--- src/rtl/status_transition.sv ---
// Elevator status sequencer: tracks pending hall/cabin requests and steps through idle, travel and door phases.
// Optional feature: define DOOR_BTN_EN to honour the door_btn open/close requests.
module status_transition #(
    parameter int MOVE_TICKS  = 4,
    parameter int OPEN_TICKS  = 5,
    parameter int CLOSE_TICKS = 2
) (
    input  logic       clk,
    input  logic       rst,
    input  logic       cnt_ck,
    input  logic [7:0] upcall_input,
    input  logic [7:0] downcall_input,
    input  logic [7:0] floor_btn_input,
    input  logic [1:0] door_btn,
    output logic [3:0] sign,
    output logic [2:0] floor,
    output logic [2:0] countdown,
    output logic [7:0] floor_btn
);

    localparam logic [2:0] IDLE       = 3'd0;
    localparam logic [2:0] MOVE_UP    = 3'd1;
    localparam logic [2:0] MOVE_DOWN  = 3'd2;
    localparam logic [2:0] DOOR_OPEN  = 3'd3;
    localparam logic [2:0] DOOR_CLOSE = 3'd4;

    localparam logic [2:0] MOVE_LOAD  = 3'(MOVE_TICKS - 1);
    localparam logic [2:0] OPEN_LOAD  = 3'(OPEN_TICKS - 1);
    localparam logic [2:0] CLOSE_LOAD = 3'(CLOSE_TICKS - 1);

    logic [2:0] state, state_nxt;
    logic [2:0] floor_nxt, cd_nxt;
    logic [2:0] floor_up, floor_dn;
    logic       dir, dir_nxt;
    logic       tick_prev, tick;
    logic [7:0] up_pend, down_pend, req;
    logic [7:0] clr_btn, clr_up, clr_dn;
    logic       open_req, close_req;

    function automatic logic any_above(input logic [7:0] r, input logic [2:0] f);
        return |(r & (8'hFE << f));
    endfunction

    function automatic logic any_below(input logic [7:0] r, input logic [2:0] f);
        return |(r & ~(8'hFF << f));
    endfunction

    function automatic logic [3:0] sign_of(input logic [2:0] s);
        case (s)
            MOVE_UP:    return 4'b1000;
            MOVE_DOWN:  return 4'b0100;
            DOOR_OPEN:  return 4'b0010;
            DOOR_CLOSE: return 4'b0001;
            default:    return 4'b0000;
        endcase
    endfunction

`ifdef DOOR_BTN_EN
    assign open_req  = door_btn[1];
    assign close_req = door_btn[0];
`else
    logic unused_door_btn;
    assign unused_door_btn = ^door_btn;
    assign open_req  = 1'b0;
    assign close_req = 1'b0;
`endif

    assign tick     = cnt_ck & ~tick_prev;
    assign req      = floor_btn | up_pend | down_pend;
    assign floor_up = (floor == 3'd7) ? floor : floor + 3'd1;
    assign floor_dn = (floor == 3'd0) ? floor : floor - 3'd1;

    always_comb begin
        state_nxt = state;
        floor_nxt = floor;
        dir_nxt   = dir;
        cd_nxt    = countdown;
        case (state)
            IDLE: begin
                if (req[floor] || open_req) begin
                    state_nxt = DOOR_OPEN;
                    cd_nxt    = OPEN_LOAD;
                    // A lone opposite-direction call here is served by turning around, otherwise it would reopen forever.
                    if (req[floor] && !floor_btn[floor]) begin
                        if (dir && !up_pend[floor])
                            dir_nxt = 1'b0;
                        else if (!dir && !down_pend[floor])
                            dir_nxt = 1'b1;
                    end
                end else if (any_above(req, floor) && (dir || !any_below(req, floor))) begin
                    state_nxt = MOVE_UP;
                    dir_nxt   = 1'b1;
                    cd_nxt    = MOVE_LOAD;
                end else if (any_below(req, floor)) begin
                    state_nxt = MOVE_DOWN;
                    dir_nxt   = 1'b0;
                    cd_nxt    = MOVE_LOAD;
                end
            end
            MOVE_UP: begin
                if (tick) begin
                    if (countdown != 3'd0) begin
                        cd_nxt = countdown - 3'd1;
                    end else begin
                        floor_nxt = floor_up;
                        cd_nxt    = MOVE_LOAD;
                        if (floor_btn[floor_up] || up_pend[floor_up] || !any_above(req, floor_up)) begin
                            state_nxt = DOOR_OPEN;
                            cd_nxt    = OPEN_LOAD;
                        end
                    end
                end
            end
            MOVE_DOWN: begin
                if (tick) begin
                    if (countdown != 3'd0) begin
                        cd_nxt = countdown - 3'd1;
                    end else begin
                        floor_nxt = floor_dn;
                        cd_nxt    = MOVE_LOAD;
                        if (floor_btn[floor_dn] || down_pend[floor_dn] || !any_below(req, floor_dn)) begin
                            state_nxt = DOOR_OPEN;
                            cd_nxt    = OPEN_LOAD;
                        end
                    end
                end
            end
            DOOR_OPEN: begin
                if (open_req) begin
                    cd_nxt = OPEN_LOAD;
                end else if (tick && (countdown == 3'd0 || close_req)) begin
                    state_nxt = DOOR_CLOSE;
                    cd_nxt    = CLOSE_LOAD;
                end else if (close_req) begin
                    cd_nxt = 3'd0;
                end else if (tick) begin
                    cd_nxt = countdown - 3'd1;
                end
            end
            DOOR_CLOSE: begin
                if (open_req) begin
                    state_nxt = DOOR_OPEN;
                    cd_nxt    = OPEN_LOAD;
                end else if (tick) begin
                    if (countdown != 3'd0)
                        cd_nxt = countdown - 3'd1;
                    else
                        state_nxt = IDLE;
                end
            end
            default: begin
                state_nxt = IDLE;
                cd_nxt    = 3'd0;
            end
        endcase
    end

    // Requests at the open-door floor are dropped on entry and for as long as the doors stay open.
    always_comb begin
        clr_btn = 8'h00;
        clr_up  = 8'h00;
        clr_dn  = 8'h00;
        if (state_nxt == DOOR_OPEN) begin
            clr_btn[floor_nxt] = 1'b1;
            if (dir_nxt) begin
                clr_up[floor_nxt] = 1'b1;
                if (!any_above(req, floor_nxt))
                    clr_dn[floor_nxt] = 1'b1;
            end else begin
                clr_dn[floor_nxt] = 1'b1;
                if (!any_below(req, floor_nxt))
                    clr_up[floor_nxt] = 1'b1;
            end
        end
    end

    always_ff @(posedge clk or negedge rst) begin
        if (!rst) begin
            state     <= IDLE;
            floor     <= 3'd0;
            dir       <= 1'b1;
            countdown <= 3'd0;
            sign      <= 4'b0000;
            tick_prev <= 1'b0;
            floor_btn <= 8'h00;
            up_pend   <= 8'h00;
            down_pend <= 8'h00;
        end else begin
            state     <= state_nxt;
            floor     <= floor_nxt;
            dir       <= dir_nxt;
            countdown <= cd_nxt;
            sign      <= sign_of(state_nxt);
            tick_prev <= cnt_ck;
            floor_btn <= (floor_btn | floor_btn_input) & ~clr_btn;
            up_pend   <= (up_pend | (upcall_input & 8'h7F)) & ~clr_up;
            down_pend <= (down_pend | (downcall_input & 8'hFE)) & ~clr_dn;
        end
    end

endmodule

--- config.mk ---
export PLATFORM = sky130hd
export DESIGN_NAME = status_transition
export DESIGN_NICKNAME = d
export VERILOG_FILES = /design/src/rtl/status_transition.sv
export SDC_FILE = /design/constraint.sdc
export NUM_CORES = 1
export LEC_CHECK = 0
export CELL_PAD_IN_SITES_DETAIL_PLACEMENT = 1
export CELL_PAD_IN_SITES_GLOBAL_PLACEMENT = 1
export CORE_MARGIN = 2
export CORE_UTILIZATION = 43
export DETAILED_ROUTE_END_ITERATION = 7
export PLACE_DENSITY_LB_ADDON = 0.12
export RECOVER_POWER = 50
export SYNTH_ARGS = -nofsm -noshare
export SYNTH_HDL_FRONTEND = slang
export SYNTH_SLANG_ARGS = --single-unit
--- constraint.sdc ---
create_clock -name clk -period 4.1 [get_ports clk]
set_input_delay 0.82 -clock clk [delete_from_list [all_inputs] [get_ports clk]]
set_output_delay 0.82 -clock clk [all_outputs]
set_load 0.01 [all_outputs]
### After elaboration in Yosys (flattened, before gate mapping)

Index checks and enable logic that the tools add are counted.

* register bits after elaboration: 39
* word-level logic and storage cells: 156
* output and inout bits: 18
* input bits: 29

* reduce and logical (&&, ||, !) cells: 29
* shift operators: 6
* equality and inequality tests: 15
* bitwise logic cells: 22
* add/subtract/negate cells: 3
* $lt $le $gt $ge: 5
* mux-type cells: 67

Operators by type and width (number)
* $mux 3: 31
* $and 8x8->8: 9
* $mux 8: 7
* $not 8->8: 6
* $reduce_or 8->1: 6
* $shl 8x3->8 const A: 6
* $or 8x8->8: 4
* $pmux 3 s5: 2
* $bmux 1 s3: 8
* $lt 3x4->1 const B: 4
* $mux 1: 16
* $pmux 4 s4: 1
* $eq 3x2->1 const B: 4
* $eq 3x3->1 const B: 3
* $logic_not 3->1: 3
* $ne 2x2->1 const B: 4
* $or 8x7->8: 1
* $logic_not 1->1: 7
* $eq 3x1->1 const B: 2
* $logic_and 1x1->1: 6
* $pmux 3 s2: 1
* $reduce_and 6->1: 1
* $sub 3x1->3 const B: 2
* $logic_or 1x1->1: 5
* other kinds (8): 8

### Depth between registers and ports, before layout

* depth in word-level cells: 16
* gate-level depth with buffers: 13
* depth with buffers taken out: 11

### Least setup slack after synthesis

OpenSTA, ideal clock, no wires.

* path type: flip-flop to flip-flop
* start: register floor[0]
* end: register up_pend[1]
* setup slack: 1.064 ns
* buffers on the path: 2
* data arrival time: 2.910 ns
* setup time: 0.126 ns
* data required time: 3.974 ns
* period minus slack after synthesis: 3.036 ns
* stages on the path, launching flop included: 13
* cells stage by stage: dfrtp_1 > buf_4 > clkinv_1 > ha_1 > buf_2 > nor2_1 > mux2i_1 > o221ai_1 > and4b_1 > o31a_1 > o221ai_4 > nand2_8 > o32a_1

* cells in the longest elaborated chain, start to end: 16
* elaborated cells on any way between the ends: 88
* classes of those cells: add/sub (2); order compare (2); eq/ne (2); shift (5); mux (45); bitwise (10); reduce/logical (22)

Ends and longest elaborated chain
* start, declared: line 16 `output logic [2:0] floor,`
* start signal, assigned: line 190 `floor <= floor_nxt;`
* $sub 3x1->3 / $logic_not 3->1 (equally long branches): line 71 `assign floor_dn = (floor == 3'd0) ? floor : floor - 3'd1;`
* $mux 3: line 71
* $shl 8x3->8: line 45 `return |(r & ~(8'hFF << f));`
* $not 8->8: line 45
* $and 8x8->8: line 45
* $reduce_or 8->1: line 45
* $logic_not 1->1: line 121 `if (floor_btn[floor_dn] || down_pend[floor_dn] || !any_below(req, floor_dn)) begin`
* $logic_or 1x1->1: line 121
* $mux 3: line 121
* $mux 3: line 116 `if (countdown != 3'd0) begin`
* $mux 3: line 115 `if (tick) begin`
* $pmux 3 s5 (*): line 78 `case (state)`
* via state_nxt[0]: line 31 `logic [2:0] state, state_nxt;`
* $eq 3x2->1 (*): line 163 `if (state_nxt == DOOR_OPEN) begin`
* $mux 8 (*): line 163
* $not 8->8 (*): line 196 `up_pend <= (up_pend | (upcall_input & 8'h7F)) & ~clr_up;`
* $and 8x8->8 (*): line 196
* end signal, assigned: line 196
* end, declared: line 36 `logic [7:0] up_pend, down_pend, req;`

The timed path passes the listed nets; every way through them passes the cells marked *. The select of a mux whose other input is x is not followed.
A chain may end at the register's enable or synchronous reset.

### Worst setup path in the final report

* start: register floor[0]
* end: register down_pend[0]

* cells in the longest elaborated chain, start to end: 16
* elaborated cells on any way between the ends: 87
* classes of those cells: add/sub (2); order compare (2); eq/ne (2); shift (5); mux (45); bitwise (9); reduce/logical (22)

Ends and longest elaborated chain
* $sub 3x1->3 / $logic_not 3->1 (equally long branches): line 71
* $mux 3: line 71
* $shl 8x3->8: line 45
* $not 8->8: line 45
* $and 8x8->8: line 45
* $reduce_or 8->1: line 45
* $logic_not 1->1: line 121
* $logic_or 1x1->1: line 121
* $mux 3: line 121
* $mux 3: line 116
* $mux 3: line 115
* $pmux 3 s5 (*): line 78
* via state_nxt[1]: line 31
* $eq 3x2->1 (*): line 163
* $mux 8 (*): line 163
* $not 8->8 (*): line 197 `down_pend <= (down_pend | (downcall_input & 8'hFE)) & ~clr_dn;`
* $and 8x8->8 (*): line 197
* end signal, assigned: line 197
* end, declared: line 36

Marked as above.

==> impl_metrics.tcl <==
set metrics [dict create \
    status "finished, violations left" \
    violations "capacitance limit, slew limit" \
    period_share_pct 88.9 \
    cts_inserted_buffers 5 \
    multi_input_area_um2 2200 \
    finalCriticalPeriod_ns 3.64 \
    finalSetupTns_ns 0 \
    r2r_start "floor[0]$_DFF_PN0_" \
    p_int_mw 1.38 \
    worst_path_max_delay_cell "ha_1" \
    firstDrtPassIters 5 \
    clock-skew-final_ns 0.0115 \
    cp-end-kind "flop" \
    n_antenna_cell 0 \
    synth_top_area_cell "dfrtp_1" \
    grt_max_degree 40 \
    vias_per_cell 6.69 \
    yosys_register_bits 39 \
    critical_path_class "reg -> reg" \
    power.leakage_nw 1.34 \
    hold_buffers 0 \
    vias 3346 \
    core_area_um2 7650 \
    ys_types 83 \
    cts_repair_resize_count 0 \
    detail_route.iter0.violations 363 \
    p_per_area_nw_per_um2 679 \
    p_sw_mw 1.32 \
    die_h_um 92.4 \
    clock_latency_ns 0.31 \
    crit_top_cell "a211o_1" \
    synth_edf_count 0 \
    clk_pin_slew_ns 0.09 \
    portBuffers 42 \
    rsz0062_at_grt "false" \
    fin_nets 431 \
    rows 32 \
    num_io_pins 47 \
    reg2reg_slack_ns 0.46 \
    worst-path-max-fanout 27 \
    synth.area.top_cells "dfrtp_1, mux4_2, nor2_1, nand2_1, nor3_1" \
    die-area_um2 8540 \
    wl_um 11600 \
    synth_top_area_share_pct 28.3 \
    tritoncts "done" \
    holdCritPathClass "reg -> reg" \
    min_to "up_pend[7]$_DFF_PN0_" \
    n_fill_cell 881 \
    reg2reg_to "down_pend[0]$_DFF_PN0_" \
    critPathRequiredTime_ns 4.32 \
    ys_async_sr_fraction_pct 100 \
    final_hold_viol_count 0 \
    arrival_ns 3.87 \
    slew_violations 40 \
    final_core_util_pct 52.0 \
    p_comb_share_pct 61.6 \
    p_sw_share_pct 49.0 \
    pwr-share-seq_pct 25.1 \
    overflow 0 \
    syn2layout_area_growth_pct 18.5 \
    ir_drop_mv 0.290 \
    worstPathCellList "buf_4 > ha_1 > or2_1 > a221oi_1 > a211o_1 > a211o_1 > and2_4 > a211o_4 > nand2_8 > inv_6 > a41oi_2" \
    synth_fp_nets 391 \
    critPathTopFamily "compound AO/OA/AOI/OAI gates" \
    relSlewSlack_pct -52.5 \
    cp.buffers_inverters 2 \
    cts.htree.levels 2 \
    drive_gt1_share_pct 16.1 \
    fp.dieW_um 92.4 \
    ys_warn_count 0 \
    worstHoldPathCells 1 \
    syn-cell-area_um2 3360 \
    clockPowerShare_pct 13.3 \
    fmax_mhz 274 \
    maxCapViolations 1 \
    tightest_slew_ns 2.29 \
    synth_area_per_cell_um2 9.41 \
    cts_root_buffer "clkbuf_8" \
    hp-start "up_pend[7]$_DFF_PN0_" \
    drcViolationCount 0 \
    ant_nets 0 \
    grt_pass1_vias 3301 \
    setup_viol 0 \
    start_util_pct 43.9 \
    clockBufferDepth 2 \
    syn_inst 357 \
    globalplace.congestion 0.931 \
    cts_setup_buffers 0 \
    grt_pass1_wl_um 18500 \
    synth_flop_cell "dfrtp_1" \
    antenna_found_initial 0 \
    critPathLaunchType "flop" \
    wl_per_cell_um 23.1 \
    synth_seq_area_share_pct 29.1 \
    grt_use_total_pct 27.9 \
    reg2reg_depth 11 \
    clock-sinks 39 \
    regArea_um2 977 \
    hpwl_um 8530 \
    critical_path.max_stage_delay_ns 0.66 \
]
[cell usage in the layout (no fill, tap or decap), drive strengths merged, types with 8 or more instances in the layout]
master and n:
a21oi 12, a31oi 9, buf 10, clkdlybuf4s50 34, dfrtp 38, inv 14
mux4 10, nand2 27, nand2b 9, nand3 14, nor2 30, nor3 21
o21a 10, o21ai 19, or3 8
[layout make-up]
class / count / area share [%]
clock buffer: 6 / 2.07
clock inverter: 2 / 0.975
inverter: 15 / 1.54
multi-input combinational: 284 / 55.4
sequential: 39 / 24.6
tap: 102 / 3.21
timing repair buffer: 52 / 12.3
[metal layers]
| metal | global-route usage, % | share of wire (%) | up-vias |
|---|---|---|---|
| li1 | - | - | 1483 |
| met4 | 8.83 | 2.6 | 0 |
| met3 | 4.39 | 5.7 | 24 |
| met5 | 0 | 0 | - |
| met1 | 37.8 | 42 | 1686 |
| met2 | 45.8 | 50 | 153 |
[Yosys cell counts, types with 4 or more instances]
library cell,number
buf_2,10
nand2b_1,9
nor4_1,5
o21a_1,10
a41oi_2,5
a221oi_1,6
o21ai_1,4
a21oi_1,10
o22a_1,6
o22ai_1,4
mux4_2,10
or3_1,7
dfrtp_1,38
o32a_1,5
nor3_1,18
nand3_1,14
inv_1,10
a31oi_1,8
nor2b_1,5
o21ai_0,15
o221ai_1,6
nand2_1,26
ha_1,5
nor2_1,29
[kinds of logic (layout without fill, tap and decap cells)]
kind of cell             after synthesis  in the layout  synth area share, %
AND/OR/NAND/NOR                      138            138                 23.4
AO/OA/AOI/OAI                        124            124                 31.1
XOR/XNOR                               1              1                0.261
adder cells (fa/ha/maj)                5              5                 1.86
multiplexers                          16             16                 8.94
flip-flops                            39             39                 29.1
buffers and inverters                 34             75                 5.33
[per-stage QoR]
step                power, mW  instances  cell area, um^2  hold WS (ns)  setup WS [ns]
floorplan                1.84        357             3360         0.514           1.06
global placement         2.29        492             3860         0.543          0.462
detailed placement       2.34        492             3860         0.551          0.434
CTS                      2.70        500             3980         0.570          0.490
global route             2.88        500             3980         0.594          0.254
finish                   2.70        500             3980         0.575          0.455
[power groups by stage]
stage	clock network, mW	logic (mW)	registers, mW
after global routing	0.383	1.80	0.696
after global placement	0	1.62	0.672
after CTS	0.364	1.66	0.673
final	0.358	1.67	0.679
after detailed placement	0	1.66	0.680
after floorplan	0	1.22	0.622
[flip-flops by register name, summed over array words and instances, names as in the netlist]
name,cells
sign,4
up_pend,8
dir,1
countdown,3
floor,3
floor_btn,8
down_pend,8
state,3
tick_prev,1
[worst max path at each step]
| stage | depth (start not counted) | to | slack [ns] | start |
|---|---|---|---|---|
| 3_5_place_dp | 10 | up_pend[4]$_DFF_PN0_ | 0.43 | cnt_ck |
| 6_report | 11 | down_pend[0]$_DFF_PN0_ | 0.46 | floor[0]$_DFF_PN0_ |
| 2_1_floorplan | 12 | up_pend[1]$_DFF_PN0_ | 1.06 | floor[0]$_DFF_PN0_ |
| 3_3_place_gp | 10 | up_pend[6]$_DFF_PN0_ | 0.46 | cnt_ck |
| 5_1_grt | 10 | down_pend[0]$_DFF_PN0_ | 0.25 | floor[0]$_DFF_PN0_ |
| 4_1_cts | 10 | down_pend[0]$_DFF_PN0_ | 0.49 | floor[0]$_DFF_PN0_ |
Note: power is estimated with default switching activity, not from simulation.
